<file path="src/rtl/fwd_stall_ctrl.sv">
`default_nettype none
// +-----------------------------------------------------------------------------+
// | fwd_stall_ctrl : N-port operand forwarding and load-use stall control;      |
// |                  optional counters under FWD_STALL_CNT_EN.                  |
// | Revision 1.0                                                                |
// +-----------------------------------------------------------------------------+
module fwd_stall_ctrl #(
   parameter int DATA_W     = 16,
   parameter int REG_AW     = 4,
   parameter int NUM_RD     = 2,
   parameter int PIPE_DEPTH = 3,
   parameter int LOAD_LAT   = 1
) (
   input  logic                                      clk,
   input  logic                                      rst,
   input  logic                                      i_hold,
   input  logic                                      i_flush,
   input  logic                                      i_id_valid,
   input  logic                                      i_id_wrEn,
   input  logic [REG_AW-1:0]                         i_id_wrReg,
   input  logic                                      i_id_isLoad,
   input  logic [NUM_RD-1:0]                         i_id_rdEn,
   input  logic [NUM_RD*REG_AW-1:0]                  i_id_rdReg,
   input  logic [NUM_RD*DATA_W-1:0]                  i_rf_data,
   input  logic [PIPE_DEPTH*DATA_W-1:0]              i_stage_data,
   output logic [NUM_RD*DATA_W-1:0]                  o_fwd_data,
   output logic [NUM_RD*$clog2(PIPE_DEPTH+1)-1:0]    o_fwd_sel,
   output logic                                      o_stall
`ifdef FWD_STALL_CNT_EN
   ,
   output logic [31:0]                               o_stall_cnt,
   output logic [31:0]                               o_fwd_cnt
`endif
);

   localparam int c_SEL_W = $clog2(PIPE_DEPTH + 1);

   if (LOAD_LAT < 1 || LOAD_LAT >= PIPE_DEPTH) begin : g_param_check
      $error("fwd_stall_ctrl: LOAD_LAT must satisfy 0 < LOAD_LAT < PIPE_DEPTH");
   end

   logic [PIPE_DEPTH-1:0] r_valid;
   logic [PIPE_DEPTH-1:0] r_wr_en;
   logic [PIPE_DEPTH-1:0] r_is_load;
   logic [REG_AW-1:0]     r_wr_reg [PIPE_DEPTH];
   logic [NUM_RD-1:0]     w_not_ready;

   // Scan oldest to youngest so the youngest match is the one left standing.
   always_comb begin
      o_fwd_sel   = '0;
      o_fwd_data  = i_rf_data;
      w_not_ready = '0;
      for (int p = 0; p < NUM_RD; p++) begin
         for (int s = PIPE_DEPTH - 1; s >= 0; s--) begin
            if (i_id_rdEn[p] && r_valid[s] && r_wr_en[s] &&
                (r_wr_reg[s] == i_id_rdReg[p*REG_AW +: REG_AW])) begin
               o_fwd_sel[p*c_SEL_W +: c_SEL_W] = c_SEL_W'(s + 1);
               o_fwd_data[p*DATA_W +: DATA_W]  = i_stage_data[s*DATA_W +: DATA_W];
               w_not_ready[p]                  = r_is_load[s] && (s < LOAD_LAT);
            end
         end
      end
   end

   assign o_stall = i_id_valid & ~i_flush & (|w_not_ready);

   always_ff @(posedge clk or posedge rst) begin
      if (rst) begin
         r_valid   <= '0;
         r_wr_en   <= '0;
         r_is_load <= '0;
         for (int s = 0; s < PIPE_DEPTH; s++) begin
            r_wr_reg[s] <= '0;
         end
      end else if (!i_hold) begin
         r_valid[0]   <= i_id_valid & ~o_stall & ~i_flush;
         r_wr_en[0]   <= i_id_wrEn;
         r_is_load[0] <= i_id_isLoad;
         r_wr_reg[0]  <= i_id_wrReg;
         for (int s = 1; s < PIPE_DEPTH; s++) begin
            // A flush squashes the stage-0 instruction as it moves on.
            r_valid[s]   <= (s == 1) ? (r_valid[0] & ~i_flush) : r_valid[s-1];
            r_wr_en[s]   <= r_wr_en[s-1];
            r_is_load[s] <= r_is_load[s-1];
            r_wr_reg[s]  <= r_wr_reg[s-1];
         end
      end
   end

`ifdef FWD_STALL_CNT_EN
   logic [31:0] r_stall_cnt;
   logic [31:0] r_fwd_cnt;
   logic        w_any_fwd;

   assign w_any_fwd = |o_fwd_sel;

   always_ff @(posedge clk or posedge rst) begin
      if (rst) begin
         r_stall_cnt <= '0;
         r_fwd_cnt   <= '0;
      end else if (!i_hold) begin
         if (o_stall && (r_stall_cnt != 32'hFFFF_FFFF)) begin
            r_stall_cnt <= r_stall_cnt + 32'd1;
         end
         if (w_any_fwd && i_id_valid && !o_stall && (r_fwd_cnt != 32'hFFFF_FFFF)) begin
            r_fwd_cnt <= r_fwd_cnt + 32'd1;
         end
      end
   end

   assign o_stall_cnt = r_stall_cnt;
   assign o_fwd_cnt   = r_fwd_cnt;
`endif

endmodule
`default_nettype wire

</file>
<file path="config.mk">
export PLATFORM = sky130hd
export DESIGN_NAME = fwd_stall_ctrl
export DESIGN_NICKNAME = d
export VERILOG_FILES = /design/src/rtl/fwd_stall_ctrl.sv
export SDC_FILE = /design/constraint.sdc
export NUM_CORES = 1
export LEC_CHECK = 0
export ABC_AREA = 1
export CAP_MARGIN = 20
export CORE_MARGIN = 2
export CORE_UTILIZATION = 41
export CTS_BUF_LIST = sky130_fd_sc_hd__clkbuf_2 sky130_fd_sc_hd__clkbuf_4 sky130_fd_sc_hd__clkbuf_8
export CTS_CLUSTER_SIZE = 40
export DETAILED_ROUTE_END_ITERATION = 8
export PLACE_DENSITY = 0.84
export SLEW_MARGIN = 10
export SYNTH_ARGS = -nofsm -noshare
export SYNTH_HDL_FRONTEND = slang
export SYNTH_SLANG_ARGS = --single-unit
</file>
<file path="constraint.sdc">
create_clock -name clk -period 3 [get_ports clk]
set_input_delay 0.9 -clock clk [delete_from_list [all_inputs] [get_ports clk]]
set_output_delay 0.9 -clock clk [all_outputs]
set_load 0.02 [all_outputs]
</file>
==> impl_metrics.yaml, run 1 <==
final_layout:
  fin_nets: 755
  fillCellCount: 273
  fin_util_pct: 88.6
  layout-drive-gt1-share_pct: 42.3
  multi_input_area_um2: 2570
  regArea_um2: 475
  finalNonFillerCells: 730
  largest_reg_flops: 12
  antenna_cells: 0
  layout-area-overhead-vs-synth_pct: 111
route:
  wire_per_inst_um: 23.7
  vias_per_cell: 6.51
  drc: 0
  ant_nets: 0
  via_count: 4755
  wl_um: 17300
  drt_iter0_markers: 738
  firstDrtPassIters: 5
sta:
  fin_hold_ws_ns: 0.519
  finalHoldViolCount: 0
  max_slew_margin_pct: 51.8
  setup_violations: 35
  finalCritPeriodShare_pct: 110
  slew_viol_final: 0
  worst_slew_pin_slew_ns: 0.722
  setup_ws_ns: -0.288
  fmax_mhz: 304
  rsz0062_at_grt: "yes"
  finalClockSkew_ns: 0.00182
  min_period_ns: 3.29
critical_path:
  critical_path.startpoint_type: "primary input"
  crit_start: "i_id_rdReg[1]"
  critPathCapture: "o_fwd_data[5]"
  critical_path_depth: 13
  crit_type: "in -> out"
  critPathBufInv: 4
  cp_top_family: "simple AND/OR/NAND/NOR gates"
  cp_slowest_cell: "nor2_8"
  max_stage_delay_ns: 0.20
  arrival_ns: 2.39
  reg2reg_depth: 10
  cp_cell_sequence: "buf_6 -> inv_2 -> nand2_1 -> nand2_1 -> nor2_2 -> nand2_2 -> nor2_8 -> buf_6 -> nand3_2 -> nand2_2 -> nor2_2 -> nor2_2 -> buf_6"
  cp-end-kind: "primary output"
  r2r_start: "r_wr_reg[8]"
  rrSetupSlack_ns: 1.23
  cp_max_fo: 8
  crit_required_ns: 2.10
  r2r_end: "r_valid[0]"
placed_design:
  place_ws_ns: -1.08
  io_buffers: 137
  dp_hpwl_um: 7580
  dp.cells: 683
  gp_congestion: 0.886
floorplan:
  core-area_um2: 6280
  core.rowCount: 29
  die_h_um: 84.2
  die_w_um: 84.2
  start_util_pct: 42.1
  dieArea_um2: 7100
  ios: 138
clock_network:
  ctsHoldBuffers: 0
  cts_buffer_depth: 2
  cts_num_sinks: 19
  clk_pin_slew_ns: 0.07
  cts_tree: "yes"
  numCtsBuffers: 3
  clock-root-buffer: "clkbuf_8"
  htreeDepth: 1
  clk_latency_ns: 0.27
global_route:
  grt_pass1_wl_um: 20200
  grt_pass1_vias: 4259
  grt_max_degree: 26
  grt-ovfl-total: 0
  grt_use_total_pct: 35.2
  antenna_found_initial: 0
logic_synthesis:
  netlist_instances: 460
  synth_cell_types: 28
  syn_nets: 561
  synth_area_um2: 2640
  yosys_register_bits: 19
  yosys_warnings: 0
  yosysSeqAreaShare_pct: 18.0
  synth_area_per_cell_um2: 5.74
outcome:
  status: "complete, but fails checks"
  violations: "negative setup slack"
pwr:
  ir_worst_vdd_uv: 338
  p_comb_share_pct: 57.3
  clkPwrFrac_pct: 15.5
  total_power_uw: 1200
  switchingPower_uw: 503
  p_int_uw: 701
  power.share.sequential_pct: 27.1
  total_leakage_power_uw: 0.00268
  switching_share_pct: 41.7
  p_per_area_nw_per_um2: 217
min_path:
  hold_path.class: "reg -> reg"
job:
  drv_cap: 0
[area by class of cell]
class	instances	area share [%]
tap	77	1.73
timing repair buffer	210	40.5
clock inverter	1	0.0900
sequential	19	8.55
clock buffer	3	0.743
multi-input combinational	392	46.2
inverter	28	2.21
[through the flow]
| step | area (um^2) | setup TNS (ns) |
|---|---|---|
| after floorplan | 2640 | 0 |
| after global placement | 4280 | -34.55 |
| after detailed placement | 4280 | -35.82 |
| after CTS | 4960 | -1.93 |
| after global routing | 5560 | -8.21 |
| final | 5560 | -6.99 |
[placed cells by master, fill, tap and decap left out, drive strengths merged]
cell type	instances
nand2	143
dfrtp	19
a21boi	2
nand4	17
o22ai	1
xnor2	7
xor2	2
a21oi	6
clkdlybuf4s50	90
nand3	92
buf	116
nor3	2
o21ai	15
clkbuf	7
clkinv	1
nor2	105
inv	28
[worst min-delay path by stage]
stage                      start           end  depth (start not counted)
floorplan           r_is_load[0]  r_is_load[0]                          2
global placement    r_is_load[0]  r_is_load[0]                          2
detailed placement  r_is_load[0]  r_is_load[0]                          2
CTS                 r_is_load[0]  r_is_load[0]                          2
global route          r_valid[0]    r_valid[0]                          2
finish              r_is_load[0]  r_is_load[0]                          2
[tightest hold or removal path: cells and delay by family, from the launching register on]
family | cells | cell delay, ns
DFF | 1 | 0.36
and+or+nand+nor | 2 | 0.12
[per-layer routing]
metal,vias up,wire length (um),GRT usage [%]
li1,1894,-,-
met1,2143,5360,36.9
met2,519,7920,63.7
met3,199,2090,7.18
met4,0,1970,22.6
met5,-,0,0
[cell usage after synthesis]
cell type  number  area (um^2)
a21oi_4         1         16.3
o21ai_0        15         75.1
dfrtp_1        19          475
nand3_4         3         52.6
a21oi_1         5         25.0
nand3_2         1         10.0
xor2_1          2         17.5
buf_8           1         15.0
inv_1          21         78.8
buf_6           6         67.6
nand4_1        17          106
xnor2_1         4         35.0
nand2_2         4         25.0
buf_4           4         30.0
nand3_1        86          430
nand2_4         3         33.8
nor2_4          3         33.8
nor3_1          2         10.0
nor2_1         95          357
nand2_1       136          510
buf_2           9         45.0
xnor2_2         3         48.8
inv_2           7         26.3
o22ai_1         1         6.26
nor2_2          3         18.8
clkbuf_1        4         15.0
a21boi_0        2         15.0
nor2_8          3         60.1
[power groups by stage]
stage               Combinational, uW  Sequential (uW)  Clock, uW
floorplan                         243              310          0
finish                            690              327        187
global route                      711              328        202
global placement                  509              314          0
CTS                               570              318        189
detailed placement                522              317          0
[kinds of logic after synthesis]
family	synth area share, %
and+or+nand+nor	62.4
buffers and inverters	10.5
AOI/OAI and AO/OA	5.21
DFF	18.0
xor gates and xnor gates	3.84
[repair_timing]
action	4_1_cts	5_1_grt
endpoints found under the setup margin	37	37
buffers inserted	21	11
pin swaps	42	63
gates cloned	9	5
gates resized for setup	326	120
No activity file was read; power rests on OpenSTA's default activity.
==> run 2, diff against run 1 <==
--- a/config.mk
+++ b/config.mk
@@ -8,8 +8,7 @@
 export ABC_AREA = 1
 export CAP_MARGIN = 20
-export CORE_MARGIN = 2
+export CORE_MARGIN = 5
 export CORE_UTILIZATION = 41
 export CTS_BUF_LIST = sky130_fd_sc_hd__clkbuf_2 sky130_fd_sc_hd__clkbuf_4 sky130_fd_sc_hd__clkbuf_8
-export CTS_CLUSTER_SIZE = 40
 export DETAILED_ROUTE_END_ITERATION = 8
 export PLACE_DENSITY = 0.84
==> constraint.sdc (replaced) <==
create_clock -name clk -period 3 [get_ports clk]
set_input_delay 0.6 -clock clk [delete_from_list [all_inputs] [get_ports clk]]
set_output_delay 0.6 -clock clk [all_outputs]
set_load 0.02 [all_outputs]
==> run 2 against run 1 <==
Against the previous run:
- the flow now finishes without violations
- wire length down 39%
- cell count down 4.7%
- hold slack lost 0.031 ns
- utilization fell by 20 points
- clock power hardly changed
- total power decreased by 16%
- clock skew decreased by 0.0013 ns
- sequential power down 4%
- sequential share of layout area up 2.5 points
- die area increased by 15%
==> impl_metrics.yaml, run 2 (synthesized netlist as in run 1, its figures left out) <==
final_layout:
  layout-area-overhead-vs-synth_pct: 63.6
  layout-drive-gt1-share_pct: 17.4
  fin_util_pct: 68.4
  largest_reg_flops: 12
  fin_area_um2: 4320
  antenna_cells: 0
  mostFrequentLayoutCells: "136 x nand2_1, 95 x nor2_1, 91 x clkdlybuf4s50_1"
  fillCellCount: 529
  fin_nets: 721
  final_common_cell: "nand2_1"
global_route:
  grt_pass1_wl_um: 17000
  grt-ovfl-total: 0
  grt_use_total_pct: 24.5
  grt_max_degree: 35
  grt_pass1_vias: 3608
  antenna_found_initial: 0
critical_path:
  arrival_ns: 2.37
  critical_path.startpoint_type: "primary input"
  r2r_start: "r_wr_reg[9]"
  r2r_end: "r_valid[0]"
  crit_type: "in -> out"
  rrSetupSlack_ns: 1.63
  cp_max_fo: 16
  critPathCapture: "o_fwd_data[27]"
  crit_required_ns: 2.40
  crit_start: "i_id_rdEn[1]"
  reg2reg_depth: 8
  cp-end-kind: "primary output"
pwr:
  ir_worst_vdd_uv: 435
  p_per_area_nw_per_um2: 234
  total_power_uw: 1010
  total_leakage_power_uw: 0.00230
placed_design:
  io_buffers: 137
  dp_hpwl_um: 7850
  gp_congestion: 0.852
  placed_area_um2: 4240
  place_ws_ns: -0.408
clock_network:
  clock-root-buffer: "clkbuf_8"
  clk_pin_slew_ns: 0.07
  numCtsBuffers: 3
  clk_latency_ns: 0.25
  cts_num_sinks: 19
  htreeDepth: 1
  ctsHoldBuffers: 0
  cts_tree: "yes"
  cts_buffer_depth: 2
outcome:
  status: "complete, no violations"
sta:
  slew_viol_final: 0
  max_slew_margin_pct: 51.8
  rsz0062_at_grt: "yes"
  finalCritPeriodShare_pct: 99.1
  finalClockSkew_ns: 0.000526
  setup_ws_ns: 0.0257
  worst_slew_pin_slew_ns: 0.722
  min_period_ns: 2.97
  fmax_mhz: 336
  setup_violations: 0
  finalHoldViolCount: 0
route:
  via_count: 3746
  vias_per_cell: 5.38
  wl_um: 10500
  drt_iter0_markers: 223
  wire_per_inst_um: 15.1
  ant_nets: 0
  firstDrtPassIters: 5
  drc: 0
floorplan:
  ios: 138
  die_w_um: 90.2
  die_h_um: 90.2
  dieArea_um2: 8140
  core.rowCount: 29
  start_util_pct: 41.8
  core-area_um2: 6310
min_path:
  hold_path.class: "reg -> reg"
job:
  drv_cap: 0
-- run 2: cell count changes in the layout (fill, tap and decap cells not counted), moves of 27 or more --
cell,before,now
nand3_1,52,85
buf_4,61,32
buf_6,29,2
nand2_1,96,136
nor2_1,66,95
-- run 2: area by class of cell --
cell class                 count  area (um^2)  area share, %
multi-input combinational    391         1920           44.5
tap                           77         96.3           2.23
sequential                    19          475           11.0
inverter                      28          105           2.43
clock buffer                   4         48.8           1.13
timing repair buffer         177         1670           38.7
-- run 2: worst max-delay path: stages --
cell and delay, ns:
clkdlybuf4s50_1 0.52, nand3_1 0.14, a21oi_4 0.22, nand3_4 0.13, buf_12 0.17, nand3_1 0.06
nand2_1 0.05, nor2_1 0.11, nor2_1 0.04, dlygate4sd2_1 0.31
-- run 2: repair_timing --
item / 4_1_cts / 5_1_grt
setup buffers: 8 / 0
pin swaps: 4 / 5
setup endpoints to repair: 37 / 35
cloned: 1 / 1
resized for setup: 86 / 34
-- run 2: metal layers --
layer | vias up | track usage [%] | routed length [um]
met5 | - | 0 | 0
met4 | 0 | 7.94 | 335
met3 | 40 | 4.01 | 808
met2 | 206 | 43.5 | 5170
met1 | 1691 | 29.8 | 4200
li1 | 1809 | - | -
-- run 2: how the worst min path moves through the flow --
stage / start / end / slack (ns) / cells past startpoint
after global routing: r_is_load[0] / r_is_load[0] / 0.51 / 2
after global placement: r_is_load[0] / r_is_load[0] / 0.47 / 2
after detailed placement: r_is_load[0] / r_is_load[0] / 0.47 / 2
after floorplan: r_is_load[0] / r_is_load[0] / 0.45 / 2
after CTS: r_is_load[0] / r_is_load[0] / 0.49 / 2
final: r_is_load[0] / r_is_load[0] / 0.49 / 2
-- run 2: stage by stage --
| stage | setup TNS (ns) | std cells | hold slack (ns) |
|---|---|---|---|
| 2_1_floorplan | 0 | 460 | 0.449 |
| 4_1_cts | 0 | 695 | 0.493 |
| 5_1_grt | -0.0615 | 696 | 0.515 |
| 3_3_place_gp | -11.48 | 682 | 0.472 |
| 3_5_place_dp | -12.81 | 682 | 0.475 |
| 6_report | 0 | 696 | 0.488 |
-- run 2: power by group --
group / internal [uW] / leakage (uW) / switching [uW] / total (uW)
clock network: 103 / 0.0000262 / 80.5 / 184
logic: 252 / 0.00203 / 259 / 511
registers: 283 / 0.000238 / 30.6 / 313
